==> src/rtl/decode_stage_pkg.sv <==
`default_nettype none
// ============================================================================
// Module      : decode_stage_pkg
// Description : Shared decode types for the RV32I decode stage: opcode and
//               funct constants, immediate-format enum, the DecodedOp struct
//               and an opcode -> immediate-format helper.
// Revision    : 1.0  initial release
// ============================================================================
package decode_stage_pkg;

  // Immediate width carried in decoded_op_t; the stage's DATA_WIDTH must match.
  localparam int DECODE_DATA_WIDTH = 32;

  // RV32I major opcodes recognised by the decoder
  localparam logic [6:0] OPC_LOAD   = 7'b0000011;
  localparam logic [6:0] OPC_OP_IMM = 7'b0010011;
  localparam logic [6:0] OPC_AUIPC  = 7'b0010111;
  localparam logic [6:0] OPC_STORE  = 7'b0100011;
  localparam logic [6:0] OPC_OP     = 7'b0110011;
  localparam logic [6:0] OPC_LUI    = 7'b0110111;
  localparam logic [6:0] OPC_BRANCH = 7'b1100011;
  localparam logic [6:0] OPC_JALR   = 7'b1100111;
  localparam logic [6:0] OPC_JAL    = 7'b1101111;

  // funct7 values legal on the OP opcode
  localparam logic [6:0] FUNCT7_BASE   = 7'b0000000;
  localparam logic [6:0] FUNCT7_ALT    = 7'b0100000;
  localparam logic [6:0] FUNCT7_MULDIV = 7'b0000001;

  // ALU / branch codes reuse the funct3 encoding
  localparam logic [2:0] ALU_ADD = 3'b000;
  localparam logic [2:0] BR_EQ   = 3'b000;

  typedef enum logic [2:0] {
    IMM_I    = 3'd0,
    IMM_S    = 3'd1,
    IMM_B    = 3'd2,
    IMM_U    = 3'd3,
    IMM_J    = 3'd4,
    IMM_NONE = 3'd5
  } imm_format_e;

  typedef struct packed {
    logic [6:0]                   opcode;
    logic [4:0]                   rd;
    logic [4:0]                   rs1;
    logic [4:0]                   rs2;
    logic [2:0]                   funct3;
    logic [6:0]                   funct7;
    logic [4:0]                   shamt;
    logic [DECODE_DATA_WIDTH-1:0] imm;
    logic [2:0]                   alu_code;
    logic [2:0]                   br_code;
    logic                         is_branch;
    logic                         is_jump;
    logic                         is_load;
    logic                         is_store;
    logic                         is_alu_in_constant;
    logic                         reg_wr_enable;
    logic                         is_illegal;
    logic                         is_mul_div;
  } decoded_op_t;

  // Which immediate layout an opcode uses; unknown opcodes carry no immediate.
  function automatic imm_format_e imm_format_of(input logic [6:0] opcode);
    imm_format_e fmt;
    case (opcode)
      OPC_OP_IMM, OPC_LOAD, OPC_JALR: fmt = IMM_I;
      OPC_STORE:                      fmt = IMM_S;
      OPC_BRANCH:                     fmt = IMM_B;
      OPC_LUI, OPC_AUIPC:             fmt = IMM_U;
      OPC_JAL:                        fmt = IMM_J;
      default:                        fmt = IMM_NONE;
    endcase
    return fmt;
  endfunction

endpackage
`default_nettype wire

==> src/rtl/decode_stage_imm_gen.sv <==
`default_nettype none
// ============================================================================
// Module      : imm_gen
// Description : Combinational RV32I immediate generator. Assembles the I/S/B/
//               U/J immediate from the instruction and sign-extends it from
//               insn[31] to DATA_WIDTH. Opcode bits are not needed here.
// Revision    : 1.0  initial release
// ============================================================================
module imm_gen
  import decode_stage_pkg::*;
#(
  parameter int DATA_WIDTH = 32
) (
  input  logic [31:7]           insn,
  input  imm_format_e           fmt,
  output logic [DATA_WIDTH-1:0] imm
);

  logic [31:0] imm32;

  // Assemble the 32-bit immediate for the selected format (B/J have lsb 0)
  always_comb begin
    imm32 = '0;
    case (fmt)
      IMM_I:   imm32 = {{20{insn[31]}}, insn[31:20]};
      IMM_S:   imm32 = {{20{insn[31]}}, insn[31:25], insn[11:7]};
      IMM_B:   imm32 = {{19{insn[31]}}, insn[31], insn[7], insn[30:25], insn[11:8], 1'b0};
      IMM_U:   imm32 = {insn[31:12], 12'b0};
      IMM_J:   imm32 = {{11{insn[31]}}, insn[31], insn[19:12], insn[20], insn[30:21], 1'b0};
      default: imm32 = '0;
    endcase
  end

  // Widen beyond 32 bits by replicating the sign bit
  if (DATA_WIDTH > 32) begin : g_sign_ext
    assign imm = {{(DATA_WIDTH-32){imm32[31]}}, imm32};
  end else begin : g_exact
    assign imm = imm32;
  end

endmodule
`default_nettype wire

==> src/rtl/decode_stage.sv <==
`default_nettype none
// ============================================================================
// Module      : decode_stage
// Description : Registered RV32I decode stage. Decodes one instruction per
//               cycle over valid/ready and buffers the DecodedOp plus its PC in
//               a FIFO_DEPTH-entry queue so execute stalls never drop work.
//               Supports flush and flags illegal encodings.
//               Build option: DECODE_MUL_DIV_EN enables RV32M decode on OP.
// Revision    : 1.0  initial release
// ============================================================================
module decode_stage
  import decode_stage_pkg::*;
#(
  parameter int DATA_WIDTH = DECODE_DATA_WIDTH,
  parameter int ADDR_WIDTH = 32,
  parameter int FIFO_DEPTH = 2
) (
  input  logic                          clk,
  input  logic                          rst_n,
  input  logic                          flush,
  input  logic                          in_valid,
  output logic                          in_ready,
  input  logic [31:0]                   insn,
  input  logic [ADDR_WIDTH-1:0]         in_pc,
  output logic                          out_valid,
  input  logic                          out_ready,
  output decoded_op_t                   out_op,
  output logic [ADDR_WIDTH-1:0]         out_pc,
  output logic [$clog2(FIFO_DEPTH):0]   occupancy
);

  localparam int PTR_W = $clog2(FIFO_DEPTH);
  localparam int CNT_W = $clog2(FIFO_DEPTH) + 1;

  // --------------------------------------------------------------------------
  // Decode
  // --------------------------------------------------------------------------
  logic [DATA_WIDTH-1:0] imm_w;
  decoded_op_t           dec;
  logic                  wr_candidate;
  logic                  illegal;

  imm_gen #(
    .DATA_WIDTH (DATA_WIDTH)
  ) u_imm_gen (
    .insn (insn[31:7]),
    .fmt  (imm_format_of(insn[6:0])),
    .imm  (imm_w)
  );

  // Field extraction, control flags and illegal detection for the incoming insn
  always_comb begin
    dec          = '0;
    wr_candidate = 1'b0;
    illegal      = 1'b0;

    dec.opcode = insn[6:0];
    dec.rd     = insn[11:7];
    dec.funct3 = insn[14:12];
    dec.rs1    = insn[19:15];
    dec.rs2    = insn[24:20];
    dec.funct7 = insn[31:25];
    dec.shamt  = insn[24:20];
    dec.imm    = imm_w;

    case (insn[6:0])
      OPC_LOAD: begin
        dec.is_load            = 1'b1;
        dec.is_alu_in_constant = 1'b1;
        dec.alu_code           = ALU_ADD;
        wr_candidate           = 1'b1;
        if (dec.funct3 == 3'b011 || dec.funct3 == 3'b110 || dec.funct3 == 3'b111)
          illegal = 1'b1;
      end
      OPC_STORE: begin
        dec.is_store           = 1'b1;
        dec.is_alu_in_constant = 1'b1;
        dec.alu_code           = ALU_ADD;
        if (dec.funct3 >= 3'b011)
          illegal = 1'b1;
      end
      OPC_OP_IMM: begin
        dec.is_alu_in_constant = 1'b1;
        dec.alu_code           = dec.funct3;
        wr_candidate           = 1'b1;
      end
      OPC_OP: begin
        dec.alu_code = dec.funct3;
        wr_candidate = 1'b1;
        if (dec.funct7 == FUNCT7_BASE) begin
          illegal = 1'b0;
        end else if (dec.funct7 == FUNCT7_ALT &&
                     (dec.funct3 == 3'b000 || dec.funct3 == 3'b101)) begin
          illegal = 1'b0;
`ifdef DECODE_MUL_DIV_EN
        end else if (dec.funct7 == FUNCT7_MULDIV) begin
          dec.is_mul_div = 1'b1;
`endif
        end else begin
          illegal = 1'b1;
        end
      end
      OPC_LUI, OPC_AUIPC: begin
        dec.is_alu_in_constant = 1'b1;
        dec.alu_code           = ALU_ADD;
        wr_candidate           = 1'b1;
      end
      OPC_BRANCH: begin
        dec.is_branch = 1'b1;
        dec.br_code   = dec.funct3;
        if (dec.funct3 == 3'b010 || dec.funct3 == 3'b011)
          illegal = 1'b1;
      end
      OPC_JAL, OPC_JALR: begin
        dec.is_jump  = 1'b1;
        dec.alu_code = ALU_ADD;
        wr_candidate = 1'b1;
      end
      default: illegal = 1'b1;
    endcase

    // Compressed/invalid encodings never carry 2'b11 in the low bits
    if (insn[1:0] != 2'b11)
      illegal = 1'b1;

    // Illegal ops still travel down the pipe but must have no side effects
    dec.reg_wr_enable = wr_candidate && (dec.rd != 5'd0) && !illegal;
    dec.is_illegal    = illegal;
    if (illegal) begin
      dec.is_load    = 1'b0;
      dec.is_store   = 1'b0;
      dec.is_branch  = 1'b0;
      dec.is_jump    = 1'b0;
      dec.is_mul_div = 1'b0;
    end
  end

  // --------------------------------------------------------------------------
  // Output buffer
  // --------------------------------------------------------------------------
  decoded_op_t           op_mem_q [FIFO_DEPTH];
  decoded_op_t           op_mem_d [FIFO_DEPTH];
  logic [ADDR_WIDTH-1:0] pc_mem_q [FIFO_DEPTH];
  logic [ADDR_WIDTH-1:0] pc_mem_d [FIFO_DEPTH];
  logic [PTR_W-1:0]      wr_ptr_q, wr_ptr_d;
  logic [PTR_W-1:0]      rd_ptr_q, rd_ptr_d;
  logic [CNT_W-1:0]      count_q, count_d;
  logic                  full;
  logic                  empty;
  logic                  push;
  logic                  pop;

  // Ready depends only on registered state so there is no ready combinational path
  assign full      = (count_q == CNT_W'(FIFO_DEPTH));
  assign empty     = (count_q == '0);
  assign in_ready  = !full;
  assign out_valid = !empty;
  assign occupancy = count_q;
  assign push      = in_valid && in_ready && !flush;
  assign pop       = out_valid && out_ready && !flush;
  assign out_op    = empty ? '0 : op_mem_q[rd_ptr_q];
  assign out_pc    = empty ? '0 : pc_mem_q[rd_ptr_q];

  // Next-state for storage, pointers and count; flush overrides enq/deq
  always_comb begin
    op_mem_d = op_mem_q;
    pc_mem_d = pc_mem_q;
    wr_ptr_d = wr_ptr_q;
    rd_ptr_d = rd_ptr_q;
    count_d  = count_q;
    if (flush) begin
      wr_ptr_d = '0;
      rd_ptr_d = '0;
      count_d  = '0;
    end else begin
      if (push) begin
        op_mem_d[wr_ptr_q] = dec;
        pc_mem_d[wr_ptr_q] = in_pc;
        wr_ptr_d           = wr_ptr_q + PTR_W'(1);
      end
      if (pop)
        rd_ptr_d = rd_ptr_q + PTR_W'(1);
      case ({push, pop})
        2'b10:   count_d = count_q + CNT_W'(1);
        2'b01:   count_d = count_q - CNT_W'(1);
        default: count_d = count_q;
      endcase
    end
  end

  // Buffer state registers; reset clears every entry
  always_ff @(posedge clk) begin
    if (!rst_n) begin
      for (int i = 0; i < FIFO_DEPTH; i++) begin
        op_mem_q[i] <= '0;
        pc_mem_q[i] <= '0;
      end
      wr_ptr_q <= '0;
      rd_ptr_q <= '0;
      count_q  <= '0;
    end else begin
      op_mem_q <= op_mem_d;
      pc_mem_q <= pc_mem_d;
      wr_ptr_q <= wr_ptr_d;
      rd_ptr_q <= rd_ptr_d;
      count_q  <= count_d;
    end
  end

endmodule
`default_nettype wire
==> config.mk <==
export PLATFORM = sky130hd
export DESIGN_NAME = decode_stage
export DESIGN_NICKNAME = d
export VERILOG_FILES = /design/src/rtl/decode_stage_pkg.sv /design/src/rtl/decode_stage_imm_gen.sv /design/src/rtl/decode_stage.sv
export SDC_FILE = /design/constraint.sdc
export NUM_CORES = 1
export LEC_CHECK = 0
export ABC_AREA = 1
export BUFFER_PORTS_ARGS = -buffer_cell sky130_fd_sc_hd__clkbuf_2
export CAP_MARGIN = 10
export CORE_ASPECT_RATIO = 1.4
export CORE_MARGIN = 2
export CORE_UTILIZATION = 40
export CTS_CLUSTER_DIAMETER = 60
export DETAILED_ROUTE_END_ITERATION = 10
export PLACE_DENSITY = 0.66
export SYNTH_ARGS = -nofsm -noshare
export SYNTH_HDL_FRONTEND = slang
export SYNTH_SLANG_ARGS = --single-unit
export TNS_END_PERCENT = 100
==> constraint.sdc <==
create_clock -name clk -period 2.96 [get_ports clk]
set_input_delay 0 -clock clk [delete_from_list [all_inputs] [get_ports clk]]
set_output_delay 0 -clock clk [all_outputs]
set_load 0.02 [all_outputs]
======== Yosys cells after proc, flatten, opt, wreduce, memory -nomap -nowiden ========
Cells that the tools add are included.
storage, ports and cells
  output and inout port bits .............. 119
  input port bits ......................... 69
  flip-flop bits (word level) ............. 234
  word-level logic and storage cells ...... 139
cells by class
  magnitude comparators ................... 4
  $add $sub $neg .......................... 4
  bitwise gates (word level) .............. 4
  equality and inequality tests ........... 23
  mux-type cells .......................... 32
  reductions and logical operators ........ 31
operators by type and width
  operator            number
  $mux 83             5
  $bwmux 166          1
  $mux 32             5
  $pmux 32 s5         1
  $demux 83 s1        1
  $bwmux 64           1
  $demux 32 s1        1
  $eq 7x6->1 const B  4
  $eq 7x7->1 const B  3
  $pmux 3 s5          1
  $eq 7x5->1 const B  2
  $eq 3x2->1 const B  4
  $eq 3x3->1 const B  4
  $mux 1              11
  $reduce_or 5->1     2
  $logic_and 1x1->1   8
  $mux 4              2
  $reduce_or 2->1     4
  $eq 7x2->1 const B  1
  $logic_not 7->1     1
  $reduce_or 7->1     1
  $logic_not 3->1     2
  $pmux 1 s5          1
  $reduce_bool 5->1   1
  other kinds (20)    31

======== Logic depth before layout (Yosys ltp) ========
Gate-level depths: netlist of run 1.
  depth in word-level cells ............... 10
  gate-level depth with buffers ........... 11
  gate-level depth less buffers ........... 11

======== Hierarchy ========
From an unflattened synthesis of run 1, not the netlist that was laid out.
unflattened totals
  cell total of the unflattened synthesis .. 1415
  area, all modules ....................... 10085.9 um^2
by module, submodules not included
  module        sequential area each (um^2)  cells each  area an instance (um^2)  instances
  decode_stage  4444.3                       1313        9491.6                   1
  imm_gen       0.0                          102         594.3                    1

======== Worst setup path before layout of run 1 ========
Ideal clock, no wire load.
  kind .................................... register -> register
  start point ............................. reg count_q[1] (netlist: occupancy[1])
  end point ............................... reg count_q[1] (netlist: occupancy[1])
  path buffers ............................ 1
  required time ........................... 2.845 ns
  arrival time ............................ 1.814 ns
  slack ................................... 1.031 ns
  stages on the path, launching flop included .. 12
  path through ............................ dfxtp_1 nor2_1 inv_1 buf_2 nand2_1 nor2_1 ha_1 inv_1 nand2_1 nor2_1 xnor2_1 nor2_1
between the ends
  cells in the longest elaborated chain, start to end .. 6
  elaborated cells on any way between the ends .. 14
  those cells by class .................... add/sub (2); eq/ne (3); mux (1); reduce/logical (8)
ends and longest elaborated chain
  item                                                    line                 source
  from (decl)                                             decode_stage.sv:147  logic [CNT_W-1:0] count_q, count_d;
  from (signal assigned)                                  decode_stage.sv:206  count_q <= count_d;
  $logic_not 2->1 (*)                                     decode_stage.sv:155  assign empty = (count_q == '0);
  $logic_not 1->1 (*)                                     decode_stage.sv:157  assign out_valid = !empty;
  $logic_and 1x1->1 (*) (2 in a row)                      decode_stage.sv:160  assign pop = out_valid && out_ready && !flush;
  via pop                                                 decode_stage.sv:151  logic pop;
  $eq 2x1->1 / $eq 2x2->1 (equally long branches)         decode_stage.sv:183  case ({push, pop})
  $pmux 2 s2 / $reduce_bool 2->1 (equally long branches)  n/a
The timed path passes the listed nets; every way through them passes the cells marked *.
A chain may end at the register's enable or synchronous reset.

==> impl_metrics.tcl, run 1 <==
set metrics [dict create \
    status "finished, final reports clean" \
    synth_edf_count 0 \
    grt_pass1_wl_microns 45600 \
    fill_cells 2330 \
    r2r_slack_ps 900 \
    worst-path-max-fanout 37 \
    place_ws_ps 941 \
    cts_sinks 222 \
    ant_nets 0 \
    drv_slew 0 \
    powerDensity_mw_per_mm2 568 \
    synthToLayoutAreaGrowth_pct 25.4 \
    drv_cap 0 \
    synth_cells 1341 \
    drtIter0Drc 672 \
    clock_path_buffers 3 \
    grt_max_degree 208 \
    core_area_sq_mm 0.0238 \
    r2r-end "rd_ptr_q" \
    synth_top_cell_area_share 0.460 \
    synth-seq-cells 222 \
    fin_nets 1588 \
    syn_nets 1411 \
    fin_area_sq_mm 0.0121 \
    grt_usage 0.220 \
    reg2regPathDepth 4 \
    clock_latency_ps 510 \
    post_drt_wl_per_cell_microns 15.8 \
    io_buffer_count 186 \
    worstSetupStartpointType "flip-flop" \
    grt_pass1_vias 8679 \
    hpwl_microns 17500 \
    dr.pass1.iters 6 \
    post_cts_buffers 0 \
    hp-class "input port to flip-flop" \
    antenna_found_initial 0 \
    whs_path_depth 4 \
    synth_ff_type "dfxtp_1" \
    fmax_ghz 0.454 \
    drc 0 \
    finalSetupViolations 0 \
    antenna_cells 0 \
    cts.clk_slew.worst_paths_ps 60 \
    worstReg2RegStart "rd_ptr_q" \
    place_congestion 0.804 \
    tightest_slew_ps 980 \
    syn_area_per_cell_sq_um 7.21 \
    post_synth_num_cell_types 33 \
    htree_levels 1 \
    finalSetupTns_ps 0 \
    yosysSeqAreaShare 0.460 \
    wl_microns 29100 \
    initial_utilization 0.406 \
    cts_resized 0 \
    yosys_warnings 0 \
    whs_endpoint "op_mem_q[2]" \
    ir_worst_vdd_mv 0.375 \
    finalCritPeriodShare 0.744 \
    fin_crit_ps 2200 \
    setup_ws_ps 757 \
    numCtsBuffers 23 \
    p_total_w 0.00688 \
    die_w_microns 135 \
    postCtsHoldBufs 68 \
    cp-end-kind "primary output" \
    cts-root-buf "clkbuf_16" \
    slew_headroom 0.347 \
    rsz0062_at_grt "no" \
    layout-drive-gt1-share 0.180 \
    num_vias 9464 \
    cts_tree "built" \
    boundaryPins 188 \
    crit_type "flip-flop to primary output" \
    p_leak_nw 5.11 \
    die_area_sq_mm 0.0254 \
    whs_ps 101 \
    post_drt_via_cell_ratio 5.13 \
    cp_data_arrival_time_ps 2200 \
    yosysTopAreaCell "dfxtp_1" \
    async_flop_share 0 \
    timing_hold_violations_final 0 \
    die_h_microns 188 \
    syn-cell-area_sq_mm 0.00966 \
    synth.top_cells.by_area "dfxtp_1 46%, a21oi_1 14%, o21ai_0 14%, nor2_1 5.7%, nand2_1 4.6%" \
    critPathRequiredTime_ps 2960 \
    rows 67 \
    clock_skew_ps 8.64 \
    grt_overflow 0 \
    placed_area_sq_mm 0.0106 \
    holdCritStartpoint "rst_n" \
]
## flip-flops by register name, indices dropped and copies added, names as in the netlist
signal	flops
pc_mem_q	64
rd_ptr_q	1
occupancy	2
wr_ptr_q	1
op_mem_q	154
## worst max-delay path by stage
stage | start | cells past startpoint | slack, ps | to
final | rd_ptr_q | 4 | 760 | out_op[2]
after global routing | rd_ptr_q | 4 | 640 | out_op[50]
after CTS | rd_ptr_q | 4 | 730 | out_op[2]
after detailed placement | occupancy[1] | 7 | 940 | op_mem_q[165]
after global placement | occupancy[1] | 7 | 1000 | pc_mem_q[38]
after floorplan | occupancy[1] | 11 | 1030 | occupancy[1]
## cell usage in the layout (no fill, tap or decap), drive strengths merged, types with 4 or more instances in the layout
master,count
buf,12
dfxtp,222
clkbuf,216
nand3,17
nand2,127
o21ai,290
inv,116
clkinv,7
a21oi,281
dlygate4sd3,68
nor2,155
bufinv,4
o21bai,5
## cell type report
type / instances / area (sq um) / share of cell area
flip-flops and latches: 222 / 4450 / 0.367
multi-input cells: 889 / 4270 / 0.352
repair buffers: 265 / 1760 / 0.145
clock buffers: 31 / 666 / 0.0549
inverters: 117 / 440 / 0.0363
well taps: 310 / 388 / 0.0320
clock inverters: 10 / 150 / 0.0124
## layer usage
layer	track usage	routed length [microns]
met5	0	0
met3	0.0314	1520
met4	0.0701	886
met2	0.394	14600
met1	0.270	12100
## kinds of logic after synthesis
logic type	Yosys count	synth area share
and+or+nand+nor	303	0.129
other	1	0.000388
DFF	222	0.460
AOI/OAI and AO/OA	583	0.309
adders and majority gates	1	0.00129
buffers and inverters	230	0.0987
xor gates and xnor gates	1	0.000907
## metrics by stage
step | utilization | cells
3_5_place_dp | 0.446 | 1735
6_report | 0.509 | 1844
4_1_cts | 0.509 | 1844
3_3_place_gp | 0.446 | 1735
2_1_floorplan | - | 1341
5_1_grt | 0.509 | 1844
## where the power goes
part / total, W / internal [W] / switching, W
Combinational: 0.000597 / 0.000220 / 0.000376
Sequential: 0.00316 / 0.00311 / 0.0000525
Clock: 0.00312 / 0.00192 / 0.00120
Total: 0.00688 / 0.00525 / 0.00163
## synthesized netlist by cell type, types with 3 or more instances
cell type and number:
o21ai_0 266, nand2_1 119, buf_6 3, a21oi_2 10
inv_2 8, nor2_4 5, clkbuf_1 72, o21bai_1 5
inv_1 109, buf_4 9, nand2_2 7, dfxtp_1 222
nand3_1 15, nor2_1 148, o21ai_1 23, a21oi_1 271
buf_2 27
## critical path, cell delays in order, from the launching register on
cell and delay, ps:
dfxtp_4 460, inv_2 610, nand2_1 110, a21oi_1 270, clkbuf_2 220
No activity file was read; power rests on OpenSTA's default activity.
==> run 2, diff against run 1 <==
==> constraint.sdc (replaced) <==
create_clock -name clk -period 2.2 [get_ports clk]
set_input_delay 0 -clock clk [delete_from_list [all_inputs] [get_ports clk]]
set_output_delay 0 -clock clk [all_outputs]
set_load 0.02 [all_outputs]
==> impl_metrics.tcl, run 2 (synthesized netlist as in run 1, its figures left out) <==
set metrics [dict create \
    finalCritPeriodShare 0.959 \
    hp-class "input port to flip-flop" \
    dr.pass1.iters 7 \
    cp_top_family "buffers and inverters" \
    htree_levels 1 \
    finalSetupTns_ps 0 \
    p_total_w 0.00927 \
    path_depth 6 \
    clock_path_buffers 3 \
    r2r_slack_ps 220 \
    die_h_microns 188 \
    regMostFlops "op_mem_q" \
    io_buffer_count 186 \
    grt_usage 0.223 \
    numCtsBuffers 23 \
    fin_nets 1607 \
    p_leak_nw 5.23 \
    hpwl_microns 18200 \
    initial_utilization 0.406 \
    fin_area_sq_mm 0.0124 \
    post_drt_via_cell_ratio 5.16 \
    post_drt_wl_per_cell_microns 16.2 \
    cts_sinks 222 \
    mostFrequentLayoutCell "a21oi_1" \
    post-route-util 0.520 \
    die_w_microns 135 \
    clock_latency_ps 510 \
    worstSetupStartpointType "flip-flop" \
    critPathBufInv 3 \
    ant_nets 0 \
    drtIter0Drc 705 \
    cts.clk_slew.worst_paths_ps 60 \
    timing_hold_violations_final 0 \
    synthToLayoutAreaGrowth_pct 28.1 \
    critPathSlowestCell "dfxtp_1" \
    reg2regPathDepth 8 \
    fin_crit_ps 2110 \
    die_area_sq_mm 0.0254 \
    fmax_ghz 0.474 \
    cts-root-buf "clkbuf_16" \
    num_vias 9608 \
    critPathRequiredTime_ps 2200 \
    finalSetupViolations 0 \
    crit_type "flip-flop to primary output" \
    grt_pass1_vias 8839 \
    rows 67 \
    boundaryPins 188 \
    slew_headroom 0.477 \
    grt_pass1_wl_microns 46200 \
    grt_max_degree 119 \
    wl_microns 30100 \
    antenna_found_initial 1 \
    layout-drive-gt1-share 0.182 \
    final_cell_mix "270 x a21oi_1, 266 x o21ai_0, 221 x dfxtp_1" \
    critPathLaunch "occupancy[0]" \
    placed_area_sq_mm 0.0107 \
    core_area_sq_mm 0.0238 \
    status "finished, final reports clean" \
    whs_ps 277 \
    crit_path_end "out_op[46]" \
    drv_slew 0 \
    cp-end-kind "primary output" \
    powerDensity_mw_per_mm2 749 \
    worst-path-max-fanout 75 \
    r2r-end "pc_mem_q[61]" \
    worstReg2RegStart "occupancy[0]" \
    largest_register_ffs 154 \
    ir_worst_vdd_mv 0.659 \
    drc 0 \
    cp_cell_sequence "nor2_2, inv_2, buf_16, o21ai_0, a21oi_1, clkbuf_2" \
    cp_data_arrival_time_ps 2110 \
    drv_cap 0 \
    clock_skew_ps 14.1 \
    grt_overflow 0 \
    worst_path_largest_cell_delay_ps 450 \
    tightest_slew_ps 784 \
    place_congestion 0.788 \
    cts_tree "built" \
]
[run 2: cell types whose count changed in the layout (fill, tap and decap cells not counted), moves of 2 or more]
cell           before  now
buf_12              5    9
buf_6               0    2
clkbuf_8            6    2
dlygate4sd3_1      68   78
[run 2: metal layers]
layer  up-vias  wire length [microns]  GRT usage  part of all wire
li1       4841                      -          -                 -
met1      4447                  12900      0.282              0.43
met2       258                  14600      0.384              0.49
met3        62                   1430     0.0257             0.048
met4         0                   1120     0.0933             0.037
met5         -                      0          0                 0
[run 2: what timing repair did]
| action | in CTS | in global routing |
|---|---|---|
| pin swaps | 0 | 1 |
| gates resized for setup | 1 | 6 |
| gates cloned | 0 | 2 |
| hold buffers | 78 | 0 |
| setup buffers | 0 | 1 |
| endpoints found under the hold margin | 200 | 0 |
| setup endpoints to repair | 2 | 9 |
[run 2: how the worst min path moves through the flow]
stage	from	end	slack [ps]	depth (start not counted)
floorplan	insn[9]	op_mem_q[156]	130	2
global placement	in_pc[10]	pc_mem_q[42]	240	3
detailed placement	in_pc[22]	pc_mem_q[54]	250	3
CTS	in_pc[2]	pc_mem_q[34]	260	4
global route	in_pc[4]	pc_mem_q[36]	290	4
finish	in_pc[17]	pc_mem_q[49]	280	4
[run 2: area by class of cell]
cell class	count	area [sq um]
clock inverter	11	184
sequential	222	4450
timing repair buffer	284	2030
inverter	117	440
tap	310	388
multi-input combinational	889	4270
clock buffer	28	614
fill	2318	11400
antenna	1	2.50
[run 2: worst reg2reg max path, cell delays in order (launching register included)]
cell,delay [ps]
dfxtp_1,450
inv_2,70
nand2_2,90
nand3_4,100
nor2_4,210
clkbuf_16,240
o21ai_0,90
nor2_1,110
dlygate4sd3_1,570
[run 2: power by group]
part	leakage (nW)	switching, W	internal [W]
Combinational	3.03	0.000530	0.000328
Clock	0.396	0.00160	0.00256
Sequential	1.81	0.0000701	0.00418
[run 2: metrics by stage]
stage	cells	worst slack, ps
after detailed placement	1741	302
final	1862	90.9
after global placement	1741	384
after CTS	1858	104
after floorplan	1341	271
after global routing	1862	-2.48
